[src/rtl/paddle_motion_ctrl_if.sv]
// Purpose: bundles the control/ball inputs and paddle outputs of one paddle controller.
// Latency: none; a pure signal bundle.
// Backpressure: none; all signals are level or single-cycle pulses with no handshake.
// Ports: master drives game inputs and reads paddle state; slave is the controller itself.
interface paddle_motion_ctrl_if #(
    parameter int POS_W = 10
);
    logic             reset_game;   // synchronous recentre
    logic [1:0]       mode_choice;  // 0/3 hold, 1 AI, 2 human
    logic             move_up;      // player up, synchronised level
    logic             move_down;    // player down, synchronised level
    logic [POS_W-1:0] sq_ypos;      // ball top y
    logic             sq_xveldir;   // ball horizontal direction
    logic             sq_missed;    // ball reached a side wall (pulse)
    logic [POS_W-1:0] x_pos;        // constant paddle x
    logic [POS_W-1:0] y_pos;        // paddle top y
    logic [1:0]       tier;         // current speed tier
    logic             moving;       // high in the cycle y_pos changed

    modport master (
        output reset_game, mode_choice, move_up, move_down, sq_ypos, sq_xveldir, sq_missed,
        input  x_pos, y_pos, tier, moving
    );

    modport slave (
        input  reset_game, mode_choice, move_up, move_down, sq_ypos, sq_xveldir, sq_missed,
        output x_pos, y_pos, tier, moving
    );
endinterface

[src/rtl/paddle_motion_ctrl.sv]
// Purpose: one paddle's vertical motion from buttons (with speed ramp), an AI tracker, or hold.
// Latency: a step lands period(tier) cycles after a move request begins; outputs are registered.
// Backpressure: none; inputs are sampled every cycle and outputs are always valid.
// Ports: clk_0 clock, rst async active-low reset, pif (slave) carries game inputs and paddle outputs.
module paddle_motion_ctrl #(
    parameter int POS_W       = 10,
    parameter int V_VIDEO     = 480,
    parameter int PDL_HEIGHT  = 96,
    parameter int START_X     = 24,
    parameter int CLK_HZ      = 25_175_000,
    parameter int BASE_SPEED  = 300,
    parameter int NUM_TIERS   = 3,
    parameter int ACCEL_PIX   = 16,
    parameter int AI_REACT    = 12_587_500,
    parameter int AI_DEADBAND = 4,
    parameter bit TOWARD_DIR  = 1'b0
) (
    input  logic                 clk_0,
    input  logic                 rst,
    paddle_motion_ctrl_if.slave  pif
);
    localparam int PERIOD0   = CLK_HZ / BASE_SPEED;
    localparam int CNT_W     = $clog2(PERIOD0 + 1);
    localparam int REACT_W   = $clog2(AI_REACT + 1);
    localparam int RUN_W     = $clog2(ACCEL_PIX + 1);
    localparam int TGT_W     = POS_W + 2;
    localparam int BALL_HALF = 4;

    localparam logic [POS_W-1:0]   CENTRE     = POS_W'(V_VIDEO / 2 - PDL_HEIGHT / 2);
    localparam logic [POS_W-1:0]   Y_MAX      = POS_W'(V_VIDEO - PDL_HEIGHT);
    localparam logic [1:0]         TIER_MAX   = 2'(NUM_TIERS - 1);
    localparam logic [RUN_W-1:0]   RUN_LAST   = RUN_W'(ACCEL_PIX - 1);
    localparam logic [REACT_W-1:0] REACT_LAST = REACT_W'(AI_REACT - 1);
    localparam logic signed [TGT_W-1:0] TGT_OFS = TGT_W'(BALL_HALF - PDL_HEIGHT / 2);
    localparam logic signed [TGT_W-1:0] Y_MAX_S = TGT_W'(V_VIDEO - PDL_HEIGHT);
    localparam logic signed [TGT_W-1:0] DB_S    = TGT_W'(AI_DEADBAND);

    typedef enum logic [1:0] {
        ST_IDLE,
        ST_HUMAN,
        ST_AI_WAIT,
        ST_AI_TRACK
    } state_t;

    state_t             state;
    state_t             nxt_state;
    logic [POS_W-1:0]   y_q;
    logic [1:0]         tier_q;
    logic [CNT_W-1:0]   step_cnt;
    logic [RUN_W-1:0]   run_cnt;
    logic [REACT_W-1:0] react_cnt;
    logic               moving_q;
    logic               prev_req;
    logic               prev_up;

    logic                    toward;
    logic signed [TGT_W-1:0] tgt_raw, tgt, err, abs_err;
    logic                    req, req_up, restart, fire, at_limit;
    logic [CNT_W-1:0]        cnt_base, step_last;
    logic [RUN_W-1:0]        run_base, run_upd;
    logic [1:0]              tier_eff, tier_upd;
    logic [POS_W-1:0]        y_step;
    int                      period_i;

    assign toward = (pif.sq_xveldir == TOWARD_DIR);

    always_comb begin
        nxt_state = state;
        case (pif.mode_choice)
            2'd1: begin
                if (pif.sq_missed || state == ST_IDLE || state == ST_HUMAN)
                    nxt_state = ST_AI_WAIT;
                else if (state == ST_AI_WAIT && toward && react_cnt == REACT_LAST)
                    nxt_state = ST_AI_TRACK;
                else if (state == ST_AI_TRACK && !toward)
                    nxt_state = ST_AI_WAIT;
            end
            2'd2:    nxt_state = ST_HUMAN;
            default: nxt_state = ST_IDLE;
        endcase
    end

    // AI target: centre the paddle on the ball centre, clamped to the legal range.
    always_comb begin
        tgt_raw = $signed({2'b00, pif.sq_ypos}) + TGT_OFS;
        tgt     = tgt_raw;
        if (tgt_raw < 0)
            tgt = '0;
        else if (tgt_raw > Y_MAX_S)
            tgt = Y_MAX_S;
        err     = tgt - $signed({2'b00, y_q});
        abs_err = err[TGT_W-1] ? -err : err;
    end

    always_comb begin
        req    = 1'b0;
        req_up = 1'b0;
        if (state == ST_HUMAN) begin
            req    = pif.move_up ^ pif.move_down;
            req_up = pif.move_up;
        end else if (state == ST_AI_TRACK) begin
            req    = (abs_err > DB_S);
            req_up = err[TGT_W-1];
        end

        // A direct reversal restarts the ramp as if this were the first request cycle,
        // so the first step in the new direction lands a full tier-0 period later.
        restart  = (state == ST_HUMAN) && req && prev_req && (req_up != prev_up);
        cnt_base = restart ? '0 : step_cnt;
        run_base = restart ? '0 : run_cnt;
        tier_eff = restart ? 2'd0 : tier_q;

        period_i  = PERIOD0 >> tier_eff;
        step_last = CNT_W'(period_i - 1);
        fire      = req && (cnt_base == step_last);
        at_limit  = req_up ? (y_q == '0) : (y_q == Y_MAX);
        y_step    = req_up ? (y_q - 1'b1) : (y_q + 1'b1);

        // Only executed human steps advance the ramp; AI stays at tier 0.
        run_upd  = run_base;
        tier_upd = tier_eff;
        if (state == ST_HUMAN && fire && !at_limit) begin
            if (run_base == RUN_LAST) begin
                run_upd  = '0;
                tier_upd = (tier_eff == TIER_MAX) ? TIER_MAX : tier_eff + 2'd1;
            end else begin
                run_upd  = run_base + 1'b1;
            end
        end
    end

    always_ff @(posedge clk_0 or negedge rst) begin
        if (!rst) begin
            state     <= ST_IDLE;
            y_q       <= CENTRE;
            tier_q    <= 2'd0;
            step_cnt  <= '0;
            run_cnt   <= '0;
            react_cnt <= '0;
            moving_q  <= 1'b0;
            prev_req  <= 1'b0;
            prev_up   <= 1'b0;
        end else if (pif.reset_game) begin
            state     <= ST_IDLE;
            y_q       <= CENTRE;
            tier_q    <= 2'd0;
            step_cnt  <= '0;
            run_cnt   <= '0;
            react_cnt <= '0;
            moving_q  <= 1'b0;
            prev_req  <= 1'b0;
            prev_up   <= 1'b0;
        end else begin
            state    <= nxt_state;
            moving_q <= 1'b0;
            if (nxt_state != state) begin
                tier_q    <= 2'd0;
                step_cnt  <= '0;
                run_cnt   <= '0;
                react_cnt <= '0;
                prev_req  <= 1'b0;
                prev_up   <= 1'b0;
            end else begin
                prev_req <= req;
                prev_up  <= req_up;
                if (state == ST_AI_WAIT) begin
                    if (toward && !pif.sq_missed)
                        react_cnt <= react_cnt + 1'b1;
                    else
                        react_cnt <= '0;
                end
                if (!req) begin
                    step_cnt <= '0;
                    run_cnt  <= '0;
                    tier_q   <= 2'd0;
                end else if (fire) begin
                    // At a limit the counter still cycles but the run is held.
                    step_cnt <= '0;
                    run_cnt  <= run_upd;
                    tier_q   <= tier_upd;
                    if (!at_limit) begin
                        y_q      <= y_step;
                        moving_q <= 1'b1;
                    end
                end else begin
                    step_cnt <= cnt_base + 1'b1;
                    run_cnt  <= run_base;
                    tier_q   <= tier_eff;
                end
            end
        end
    end

    assign pif.x_pos  = POS_W'(START_X);
    assign pif.y_pos  = y_q;
    assign pif.tier   = tier_q;
    assign pif.moving = moving_q;
endmodule

[src/flat_wrapper.sv]
// flat-port wrapper written by rule: the top's interface ports become plain ports
module paddle_motion_ctrl_flat 
#(
    parameter int POS_W       = 10,
    parameter int V_VIDEO     = 480,
    parameter int PDL_HEIGHT  = 96,
    parameter int START_X     = 24,
    parameter int CLK_HZ      = 25_175_000,
    parameter int BASE_SPEED  = 300,
    parameter int NUM_TIERS   = 3,
    parameter int ACCEL_PIX   = 16,
    parameter int AI_REACT    = 12_587_500,
    parameter int AI_DEADBAND = 4,
    parameter bit TOWARD_DIR  = 1'b0
)
  (clk_0, rst, pif_reset_game, pif_mode_choice, pif_move_up, pif_move_down, pif_sq_ypos, pif_sq_xveldir, pif_sq_missed, pif_x_pos, pif_y_pos, pif_tier, pif_moving);
  paddle_motion_ctrl_if #(.POS_W(POS_W)) pif_i ();
  input  logic clk_0;
  input  logic rst;
  input wire logic [$bits(pif_i.reset_game)-1:0] pif_reset_game;
  input wire logic [$bits(pif_i.mode_choice)-1:0] pif_mode_choice;
  input wire logic [$bits(pif_i.move_up)-1:0] pif_move_up;
  input wire logic [$bits(pif_i.move_down)-1:0] pif_move_down;
  input wire logic [$bits(pif_i.sq_ypos)-1:0] pif_sq_ypos;
  input wire logic [$bits(pif_i.sq_xveldir)-1:0] pif_sq_xveldir;
  input wire logic [$bits(pif_i.sq_missed)-1:0] pif_sq_missed;
  output wire logic [$bits(pif_i.x_pos)-1:0] pif_x_pos;
  output wire logic [$bits(pif_i.y_pos)-1:0] pif_y_pos;
  output wire logic [$bits(pif_i.tier)-1:0] pif_tier;
  output wire logic [$bits(pif_i.moving)-1:0] pif_moving;
  assign pif_i.reset_game = pif_reset_game;
  assign pif_i.mode_choice = pif_mode_choice;
  assign pif_i.move_up = pif_move_up;
  assign pif_i.move_down = pif_move_down;
  assign pif_i.sq_ypos = pif_sq_ypos;
  assign pif_i.sq_xveldir = pif_sq_xveldir;
  assign pif_i.sq_missed = pif_sq_missed;
  assign pif_x_pos = pif_i.x_pos;
  assign pif_y_pos = pif_i.y_pos;
  assign pif_tier = pif_i.tier;
  assign pif_moving = pif_i.moving;
  paddle_motion_ctrl #(.POS_W(POS_W), .V_VIDEO(V_VIDEO), .PDL_HEIGHT(PDL_HEIGHT), .START_X(START_X), .CLK_HZ(CLK_HZ), .BASE_SPEED(BASE_SPEED), .NUM_TIERS(NUM_TIERS), .ACCEL_PIX(ACCEL_PIX), .AI_REACT(AI_REACT), .AI_DEADBAND(AI_DEADBAND), .TOWARD_DIR(TOWARD_DIR)) u_core (.clk_0(clk_0), .rst(rst), .pif(pif_i));
endmodule
[config.mk]
export PLATFORM = sky130hd
export DESIGN_NAME = paddle_motion_ctrl_flat
export DESIGN_NICKNAME = d
export VERILOG_FILES = /design/src/rtl/paddle_motion_ctrl_if.sv /design/src/rtl/paddle_motion_ctrl.sv /design/src/flat_wrapper.sv
export SDC_FILE = /design/constraint.sdc
export NUM_CORES = 1
export LEC_CHECK = 0
export CORE_MARGIN = 2
export CORE_UTILIZATION = 45
export CTS_BUF_LIST = sky130_fd_sc_hd__clkbuf_4
export CTS_CLUSTER_SIZE = 24
export DETAILED_ROUTE_END_ITERATION = 8
export HOLD_SLACK_MARGIN = 0.15
export SLEW_MARGIN = 20
export SYNTH_ARGS = -nofsm -noshare
export SYNTH_HDL_FRONTEND = slang
export SYNTH_SLANG_ARGS = --single-unit
[constraint.sdc]
create_clock -name clk_0 -period 13.4 [get_ports clk_0]
set_input_delay 2.01 -clock clk_0 [delete_from_list [all_inputs] [get_ports clk_0]]
set_output_delay 2.01 -clock clk_0 [all_outputs]
set_load 0.02 [all_outputs]
# Word-level counts from Yosys, hierarchy flattened
# Cells that the tools add are included.
totals:
  reg_bits: 63
  out_inout_bits: 23
  elab_cells: 111
classes:
  add_sub_neg: 10
  magnitude_cmp: 3
  eq_ne: 14
  shifts: 1
  n_mux: 52
  n_bitwise: 2
  n_reduce_logical: 20
ops:
  columns: ["operator", "count"]
  rows:
  - ["$mux W24", 4]
  - ["$mux W17", 5]
  - ["$mux W10", 6]
  - ["$mux W12", 3]
  - ["$mux W5", 7]
  - ["$add A24 B1 Y24 const B", 1]
  - ["$eq A24 B24 Y1 const B", 1]
  - ["$mux W2", 12]
  - ["$add A17 B1 Y17 const B", 1]
  - ["$eq A17 B17 Y1", 1]
  - ["$shr A17 B2 Y17 const A", 1]
  - ["$sub A17 B2 Y17 const B", 1]
  - ["$mux W1", 14]
  - ["$add A11 B7 Y12 const B", 1]
  - ["$gt A12 B10 Y1 const B", 1]
  - ["$gt A12 B4 Y1 const B", 1]
  - ["$lt A12 B1 Y1 const B", 1]
  - ["$neg A12 Y12", 1]
  - ["$sub A12 B11 Y12", 1]
  - ["$add A10 B1 Y10 const B", 1]
  - ["$eq A10 B9 Y1 const B", 1]
  - ["$logic_and A1 B1 Y1", 10]
  - ["$logic_not A10 Y1", 1]
  - ["$sub A10 B1 Y10 const B", 1]
  - ["other kinds (17)", 25]

# Depth between registers and ports, before layout
# Gate-level depths: netlist of the first run.
logic_depth:
  word_depth: 25
  ltp_mapped: 28
  mapped_depth_nobuf: 27

# Least setup slack after synthesis of the first run
# Ideal clock, no wire load.
synth_timing:
  path_type: "in2reg"
  start: "in pif_sq_ypos[2]"
  end: "reg u_core.run_cnt[3]"
  setup_ps: 78
  arrival_time_ps: 7023
  required_time_ps: 13322
  slack_ps: 6299
  cell_stages: 26
  cell_sequence: "ha_1 > o21ai_1 > xnor2_1 > nor3_1 > a31oi_1 > a41o_1 > o211ai_1 > nor2_1 > ha_1 > buf_6 > a21oi_1 > o21ai_0 > a221oi_2 > a21o_4 > clkbuf_1 > nand2_1 > ha_1 > xor2_1 > nand4_1 > nor4_1 > and4_1 > o211ai_1 > nor3_2 > nand3_1 > or4_1 > a21oi_1"
synth_via:
  elab_chain_cells: 25
synth_lines:
  columns: ["item", "line_no", "text"]
  rows:
  - ["start: declaration", "flat_wrapper.sv:24", "input wire logic [$bits(pif_i.sq_ypos)-1:0] pif_sq_ypos;"]
  - ["$add A11 B7 Y12 *", "paddle_motion_ctrl.sv:85", "tgt_raw = $signed({2'b00, pif.sq_ypos}) + TGT_OFS;"]
  - ["$gt A12 B10 Y1", "paddle_motion_ctrl.sv:89", "else if (tgt_raw > Y_MAX_S)"]
  - ["$mux W12", "paddle_motion_ctrl.sv:89", null]
  - ["$mux W12 *", "paddle_motion_ctrl.sv:87", "if (tgt_raw < 0)"]
  - ["$sub A12 B11 Y12 *", "paddle_motion_ctrl.sv:91", "err = tgt - $signed({2'b00, y_q});"]
  - ["$neg A12 Y12", "paddle_motion_ctrl.sv:92", "abs_err = err[TGT_W-1] ? -err : err;"]
  - ["$mux W12", "paddle_motion_ctrl.sv:92", null]
  - ["$gt A12 B4 Y1", "paddle_motion_ctrl.sv:102", "req = (abs_err > DB_S);"]
  - ["[... 8 more ...]", null, null]
  - ["$eq A17 B17 Y1", "paddle_motion_ctrl.sv:115", "fire = req && (cnt_base == step_last);"]
  - ["$logic_and A1 B1 Y1", "paddle_motion_ctrl.sv:115", null]
  - ["$logic_and A1 B1 Y1 (2 in a row)", "paddle_motion_ctrl.sv:122", "if (state == ST_HUMAN && fire && !at_limit) begin"]
  - ["$mux W5", "paddle_motion_ctrl.sv:122", null]
  - ["$mux W5", "paddle_motion_ctrl.sv:176", "end else if (fire) begin"]
  - ["$mux W5 *", "paddle_motion_ctrl.sv:172", "if (!req) begin"]
  - ["$mux W5 *", "paddle_motion_ctrl.sv:156", "if (nxt_state != state) begin"]
  - ["$mux W5 *", "paddle_motion_ctrl.sv:143", "end else if (pif.reset_game) begin"]
  - ["end signal: assignment", "paddle_motion_ctrl.sv:179", "run_cnt <= run_upd;"]
  - ["end signal: assignment", "paddle_motion_ctrl.sv:187", "run_cnt <= run_base;"]
  - ["end: declaration", "paddle_motion_ctrl.sv:50", "logic [RUN_W-1:0] run_cnt;"]
# Mark *: on every way between the ends. The rest lies on a longest branch, timed or not.
# A chain may end at the register's enable or synchronous reset.

# Worst setup path in the final report of the first run
# Same ends and word-level chain as after synthesis.

==> flow_metrics.env, run 1 <==
export IMPL_status="finished clean"
export IMPL_netlist_area_sq_mm=0.00528
export IMPL_clock_path_buffers=2
export IMPL_grt_pass1_wl_mm=21.3
export IMPL_ys_seq_elements=63
export IMPL_max_freq_mhz=130
export IMPL_synth_simple_gate_area_share_pct=26.5
export IMPL_place_gp_congestion=0.874
export IMPL_skew_ps=25.8
export IMPL_antenna_cells=0
export IMPL_synth_compound_area_share_pct=18.3
export IMPL_cts_hold_buf=0
export IMPL_vias=4589
export IMPL_cts_num_sinks=63
export IMPL_crit_arrival_ps=8040
export IMPL_crit_type="in -> reg"
export IMPL_ys_seq_area_share_pct=29.9
export IMPL_antenna_found_initial=0
export IMPL_area_delta_synth_final_pct=9.83
export IMPL_finalInstanceArea_sq_mm=0.00580
export IMPL_synth_most_common_cell="dfrtp_1"
export IMPL_routed_wl_mm=12.5
export IMPL_finalSetupViolations=0
export IMPL_synth_cell_types=80
export IMPL_drc=0
export IMPL_place_area_sq_mm=0.00565
export IMPL_via_per_inst=5.79
export IMPL_finalNetCount=699
export IMPL_row_count=39
export IMPL_cts_tree="built"
export IMPL_yosys_area_share_adder_pct=8.34
export IMPL_synth_area_leader_cell="dfrtp_1"
export IMPL_synth_top_family_by_area="simple AND/OR/NAND/NOR gates"
export IMPL_path_clk_slew_ps=110
export IMPL_seqPwrFrac_pct=44.8
export IMPL_async_flop_share_pct=100
export IMPL_finalSetupTns_ps=0
export IMPL_synthMuxAreaShare_pct=1.78
export IMPL_core_sq_mm=0.0114
export IMPL_drt_pass1_iter_count=6
export IMPL_cts_root_buf="clkbuf_4"
export IMPL_peakVddDrop_v=0.0000669
export IMPL_crit_fanout=16
export IMPL_slew_headroom_pct=46.6
export IMPL_first_iter_violations=291
export IMPL_crit_start="pif_sq_ypos[2]"
export IMPL_drtAntennaViolNets=0
export IMPL_combPwrFrac_pct=20.0
export IMPL_power_switching_uw=125
export IMPL_yosys_area_share_xor_xnor_pct=9.61
export IMPL_die_y_um=112
export IMPL_critPathRequiredTime_ps=13770
export IMPL_dieArea_sq_mm=0.0126
export IMPL_power_internal_uw=302
export IMPL_io_pins=42
export IMPL_p_leak_nw=2.35
export IMPL_final_max_slew_viol_count=0
export IMPL_drive_above_1_share_pct=7.08
export IMPL_ys_warn_count=0
export IMPL_synth_area_top_cells="dfrtp_1, ha_1, xnor2_1, nor2_1, xor2_1"
export IMPL_port_buffer_count=31
export IMPL_clock_latency_ps=450
export IMPL_overflow=0
export IMPL_startpoint_type="input port"
export IMPL_timing_rr_start="u_core.pif.y_pos[6]$_DFFE_PN1P_"
export IMPL_start_util_pct=46.3
export IMPL_finalCritPeriodShare_pct=57.2
export IMPL_wl_per_cell_um=15.8
export IMPL_hpwl_mm=9.31
export IMPL_worst_pin_slew_ps=801
export IMPL_grt_pass1_vias=4442
export IMPL_track_usage_pct=20.6
export IMPL_period_minus_slack_ps=7670
export IMPL_h_tree_depth=3
export IMPL_yosys_top_cells_count="dfrtp_1, nor2_1, nand2_1"
export IMPL_avgSynthCellArea_sq_um=8.54
export IMPL_hp_class="reg -> reg"
export IMPL_cts_buffers=9
export IMPL_end_kind="flip-flop"
export IMPL_rsz0062_at_grt="no"
export IMPL_die_x_um=112
export IMPL_cts_resized_gates=0
export IMPL_fillers=1127
export IMPL_clock_power_share_pct=35.2
export IMPL_min_from="u_core.react_cnt[0]$_DFFE_PN0P_"
export IMPL_ys_flop_type="dfrtp_1"
export IMPL_p_sw_share_pct=29.4
export IMPL_grt_max_degree=64
export IMPL_synth_edf_count=0
export IMPL_yosys_area_top_type_share_pct=28.9
export IMPL_total_power_uw=427
export IMPL_cts_setup_buffers=0
export IMPL_pwr_density_cell_mw_per_mm2=73.6
export IMPL_maxCapViolations=0
export IMPL_syn_inst=619
export IMPL_finalHoldViolCount=0
critical path, cell delays in order:
cell and delay [ps]:
clkdlybuf4s50_1 470, ha_1 260, o21ai_1 450, xnor2_1 120, nor3_1 150, a31oi_1 60, a41o_1 210, o211ai_1 180
nor2_1 100, ha_1 390, a21oi_1 210, o21ai_0 190, a221oi_2 400, a21o_4 280, nand2_1 140, ha_1 350
xor2_1 180, nand4_1 100, nor4_1 330, and4_1 240, o211ai_1 100, nor3_2 170, nand3_1 240, or4_1 540
a21oi_1 160
cells in the final DEF (no fill, tap or decap), types with 12 or more instances in the layout:
cell / instances
nand4_1: 16
nor2_1: 60
o21ai_0: 24
xor2_1: 25
and3_1: 14
xnor2_1: 33
nand3_1: 15
nand2_1: 48
nand2b_1: 13
ha_1: 32
dfrtp_1: 61
nor2b_1: 12
nor3_1: 26
clkdlybuf4s50_1: 30
inv_1: 34
a21oi_1: 27
area by class of cell:
cell class	count	area, sq um	area share (%)
flip-flops and latches	63	1580	27.2
well taps	143	179	3.08
clock buffers	11	82.6	1.42
clock inverters	4	71.3	1.23
repair buffers	32	313	5.39
multi-input cells	506	3450	59.5
inverters	34	128	2.20
per-stage QoR:
stage | utilization [%] | std cells | setup WS (ps) | hold slack [ps]
floorplan | - | 628 | 6300 | 492
global placement | 49.4 | 778 | 5550 | 518
detailed placement | 49.4 | 778 | 5300 | 526
CTS | 50.8 | 793 | 5790 | 548
global route | 50.8 | 793 | 5250 | 581
finish | 50.8 | 793 | 5730 | 542
metal layers:
layer / up-vias / wire length [um] / global-route usage (%)
met1: 2225 / 5920 / 27.0
met3: 12 / 490 / 4.37
li1: 2271 / - / -
met5: - / 0 / 0
met2: 81 / 5940 / 34.6
met4: 0 / 155 / 5.77
cells by family after synthesis:
group                      after synthesis
buffers and inverters                   59
adders and majority gates               34
other                                    2
xor gates and xnor gates                58
muxes                                    8
AOI/OAI and AO/OA                      130
DFF                                     63
and+or+nand+nor                        265
final timing paths:
kind | cells after the start | slack [ps] | to
min in group asynchronous | 2 | 1730 | u_core.pif.moving$_DFF_PN0_
max reg2reg | 17 | 8620 | u_core.run_cnt[3]$_DFF_PN0_
max in group asynchronous | 2 | 11130 | u_core.step_cnt[10]$_DFF_PN0_
max | 25 | 5730 | u_core.run_cnt[3]$_DFF_PN0_
min reg2reg | 1 | 540 | u_core.react_cnt[0]$_DFFE_PN0P_
min | 1 | 540 | u_core.react_cnt[0]$_DFFE_PN0P_
sequential cells by signal, indices dropped and copies added (netlist names):
name               cells
u_core.state           2
u_core.prev_up         1
u_core.pif.tier        2
u_core.pif.y_pos      10
u_core.step_cnt       17
u_core.react_cnt      24
u_core.prev_req        1
u_core.pif.moving      1
u_core.run_cnt         5
power groups by stage:
stage | Combinational, mW | Sequential [mW] | Clock [mW]
after detailed placement | 0.0844 | 0.195 | 0
after CTS | 0.0851 | 0.191 | 0.156
after global placement | 0.0832 | 0.195 | 0
final | 0.0852 | 0.191 | 0.150
after floorplan | 0.0653 | 0.194 | 0
after global routing | 0.0949 | 0.191 | 0.162
Note: power is estimated with default switching activity, not from simulation.
==> run 2: changes to the inputs <==
--- a/config.mk
+++ b/config.mk
@@ -11,6 +11,7 @@
 export CTS_CLUSTER_SIZE = 24
 export DETAILED_ROUTE_END_ITERATION = 8
 export HOLD_SLACK_MARGIN = 0.15
+export PLACE_DENSITY = 0.67
 export SLEW_MARGIN = 20
 export SYNTH_ARGS = -nofsm -noshare
 export SYNTH_HDL_FRONTEND = slang
==> constraint.sdc (replaced) <==
create_clock -name clk_0 -period 6.4 [get_ports clk_0]
set_input_delay 0.96 -clock clk_0 [delete_from_list [all_inputs] [get_ports clk_0]]
set_output_delay 0.96 -clock clk_0 [all_outputs]
set_load 0.02 [all_outputs]
==> flow_metrics.env, run 2 (synthesis gave the netlist of run 1 again) <==
export IMPL_status="finished clean"
export IMPL_antenna_found_initial=0
export IMPL_io_pins=42
export IMPL_grt_pass1_vias=4641
export IMPL_overflow=0
export IMPL_core_sq_mm=0.0114
export IMPL_die_x_um=112
export IMPL_cts_hold_buf=0
export IMPL_h_tree_depth=3
export IMPL_drt_pass1_iter_count=5
export IMPL_maxCapViolations=0
export IMPL_start_util_pct=46.3
export IMPL_pwr_density_cell_mw_per_mm2=152
export IMPL_peakVddDrop_v=0.000124
export IMPL_final_cell_mix="dfrtp_1, nor2_1, nand2_1"
export IMPL_final_common_cell="dfrtp_1"
export IMPL_finalCritPeriodShare_pct=93.0
export IMPL_largest_reg_flops=24
export IMPL_p_leak_nw=2.40
export IMPL_first_iter_violations=260
export IMPL_cts_buffers=9
export IMPL_timing_final_ws_setup_ps=448
export IMPL_track_usage_pct=20.9
export IMPL_crit_fanout=7
export IMPL_end_kind="flip-flop"
export IMPL_finalSetupViolations=0
export IMPL_hp_class="reg -> reg"
export IMPL_grt_pass1_wl_mm=21.8
export IMPL_slew_headroom_pct=44.7
export IMPL_antenna_cells=0
export IMPL_cts_root_buf="clkbuf_4"
export IMPL_vias=4639
export IMPL_drive_above_1_share_pct=9.35
export IMPL_post_place_ws_ps=-110
export IMPL_rsz0062_at_grt="no"
export IMPL_area_delta_synth_final_pct=11.9
export IMPL_critPathRequiredTime_ps=6760
export IMPL_final_max_slew_viol_count=0
export IMPL_wl_per_cell_um=15.6
export IMPL_finalNetCount=711
export IMPL_via_per_inst=5.76
export IMPL_dieArea_sq_mm=0.0126
export IMPL_row_count=39
export IMPL_crit_type="in -> reg"
export IMPL_drtAntennaViolNets=0
export IMPL_finalHoldViolCount=0
export IMPL_port_buffer_count=31
export IMPL_crit_arrival_ps=6310
export IMPL_final_util_pct=51.8
export IMPL_fin_hold_ws_ps=536
export IMPL_cts_tree="built"
export IMPL_clock_latency_ps=440
export IMPL_place_area_sq_mm=0.00573
export IMPL_cts_num_sinks=63
export IMPL_path_clk_slew_ps=110
export IMPL_max_freq_mhz=168
export IMPL_finalInstanceArea_sq_mm=0.00591
export IMPL_largest_register="u_core.react_cnt"
export IMPL_skew_ps=20.6
export IMPL_hpwl_mm=9.45
export IMPL_startpoint_type="input port"
export IMPL_grt_max_degree=64
export IMPL_clock_path_buffers=2
export IMPL_drc=0
export IMPL_period_minus_slack_ps=5950
export IMPL_routed_wl_mm=12.6
export IMPL_place_gp_congestion=0.846
export IMPL_worst_pin_slew_ps=830
export IMPL_die_y_um=112
==> run 2: repair_timing <==
item | CTS | global route
resized for setup | 0 | 7
setup buffers | 0 | 1
endpoints found under the setup margin | 0 | 15
==> run 2: critical path, stage by stage <==
cell             delay, ps
clkdlybuf4s50_1        470
ha_1                   250
o21ai_1                200
xnor2_1                 90
nor3_1                 130
a31oi_1                 80
a41o_1                 220
o211ai_1               170
inv_1                  120
and2_1                 210
ha_1                   280
nor2b_2                200
o21ai_2                120
a21o_1                 200
a21o_4                 220
nand2_1                140
inv_1                  120
ha_1                   220
xnor2_1                160
nand4_1                120
nor4_2                 290
and4_1                 220
o211ai_1               110
nor3_2                 170
nand3_1                140
buf_4                  210
or3_1                  350
a21oi_1                140
==> run 2: layout make-up <==
type                       instances  area, sq um
tap                              143          179
inverter                          34          128
multi-input combinational        506         3470
clock buffer                       9         67.6
sequential                        63         1580
clock inverter                     7         87.6
fill                            1086         5510
timing repair buffer              44          403
==> run 2: final timing paths <==
kind	from	end	slack, ps	depth (start not counted)
min in group asynchronous	rst	u_core.step_cnt[6]$_DFF_PN0_	670	2
min	u_core.run_cnt[4]$_DFF_PN0_	u_core.run_cnt[4]$_DFF_PN0_	540	2
max	pif_sq_ypos[2]	u_core.run_cnt[2]$_DFF_PN0_	450	28
max reg2reg	u_core.pif.y_pos[7]$_DFFE_PN1P_	u_core.run_cnt[2]$_DFF_PN0_	2000	19
min reg2reg	u_core.run_cnt[4]$_DFF_PN0_	u_core.run_cnt[4]$_DFF_PN0_	540	2
max in group asynchronous	rst	u_core.step_cnt[13]$_DFF_PN0_	5150	2
==> run 2: report_power, final <==
| group | leakage, nW | total (mW) | internal [mW] | switching, mW |
|---|---|---|---|---|
| combinational | 1.45 | 0.186 | 0.0736 | 0.112 |
| clock | 0.0770 | 0.312 | 0.155 | 0.157 |
| sequential | 0.873 | 0.400 | 0.399 | 0.00182 |
| total | 2.40 | 0.898 | 0.627 | 0.271 |
==> run 2: routing by layer <==
metal  vias to the layer above  global-route usage, %  wire length (um)
met1                      2253                   26.5              5720
met2                        78                   36.5              6230
met3                        20                   4.00               440
met4                         0                   5.69               193
li1                       2288                      -                 -
met5                         -                      0                 0
==> run 2: stage by stage <==
step	cells	power, mW	setup TNS (ps)
CTS	805	0.904	0
global placement	789	0.587	0
global route	806	0.945	0
detailed placement	789	0.591	-572
finish	806	0.898	0
floorplan	628	0.544	0
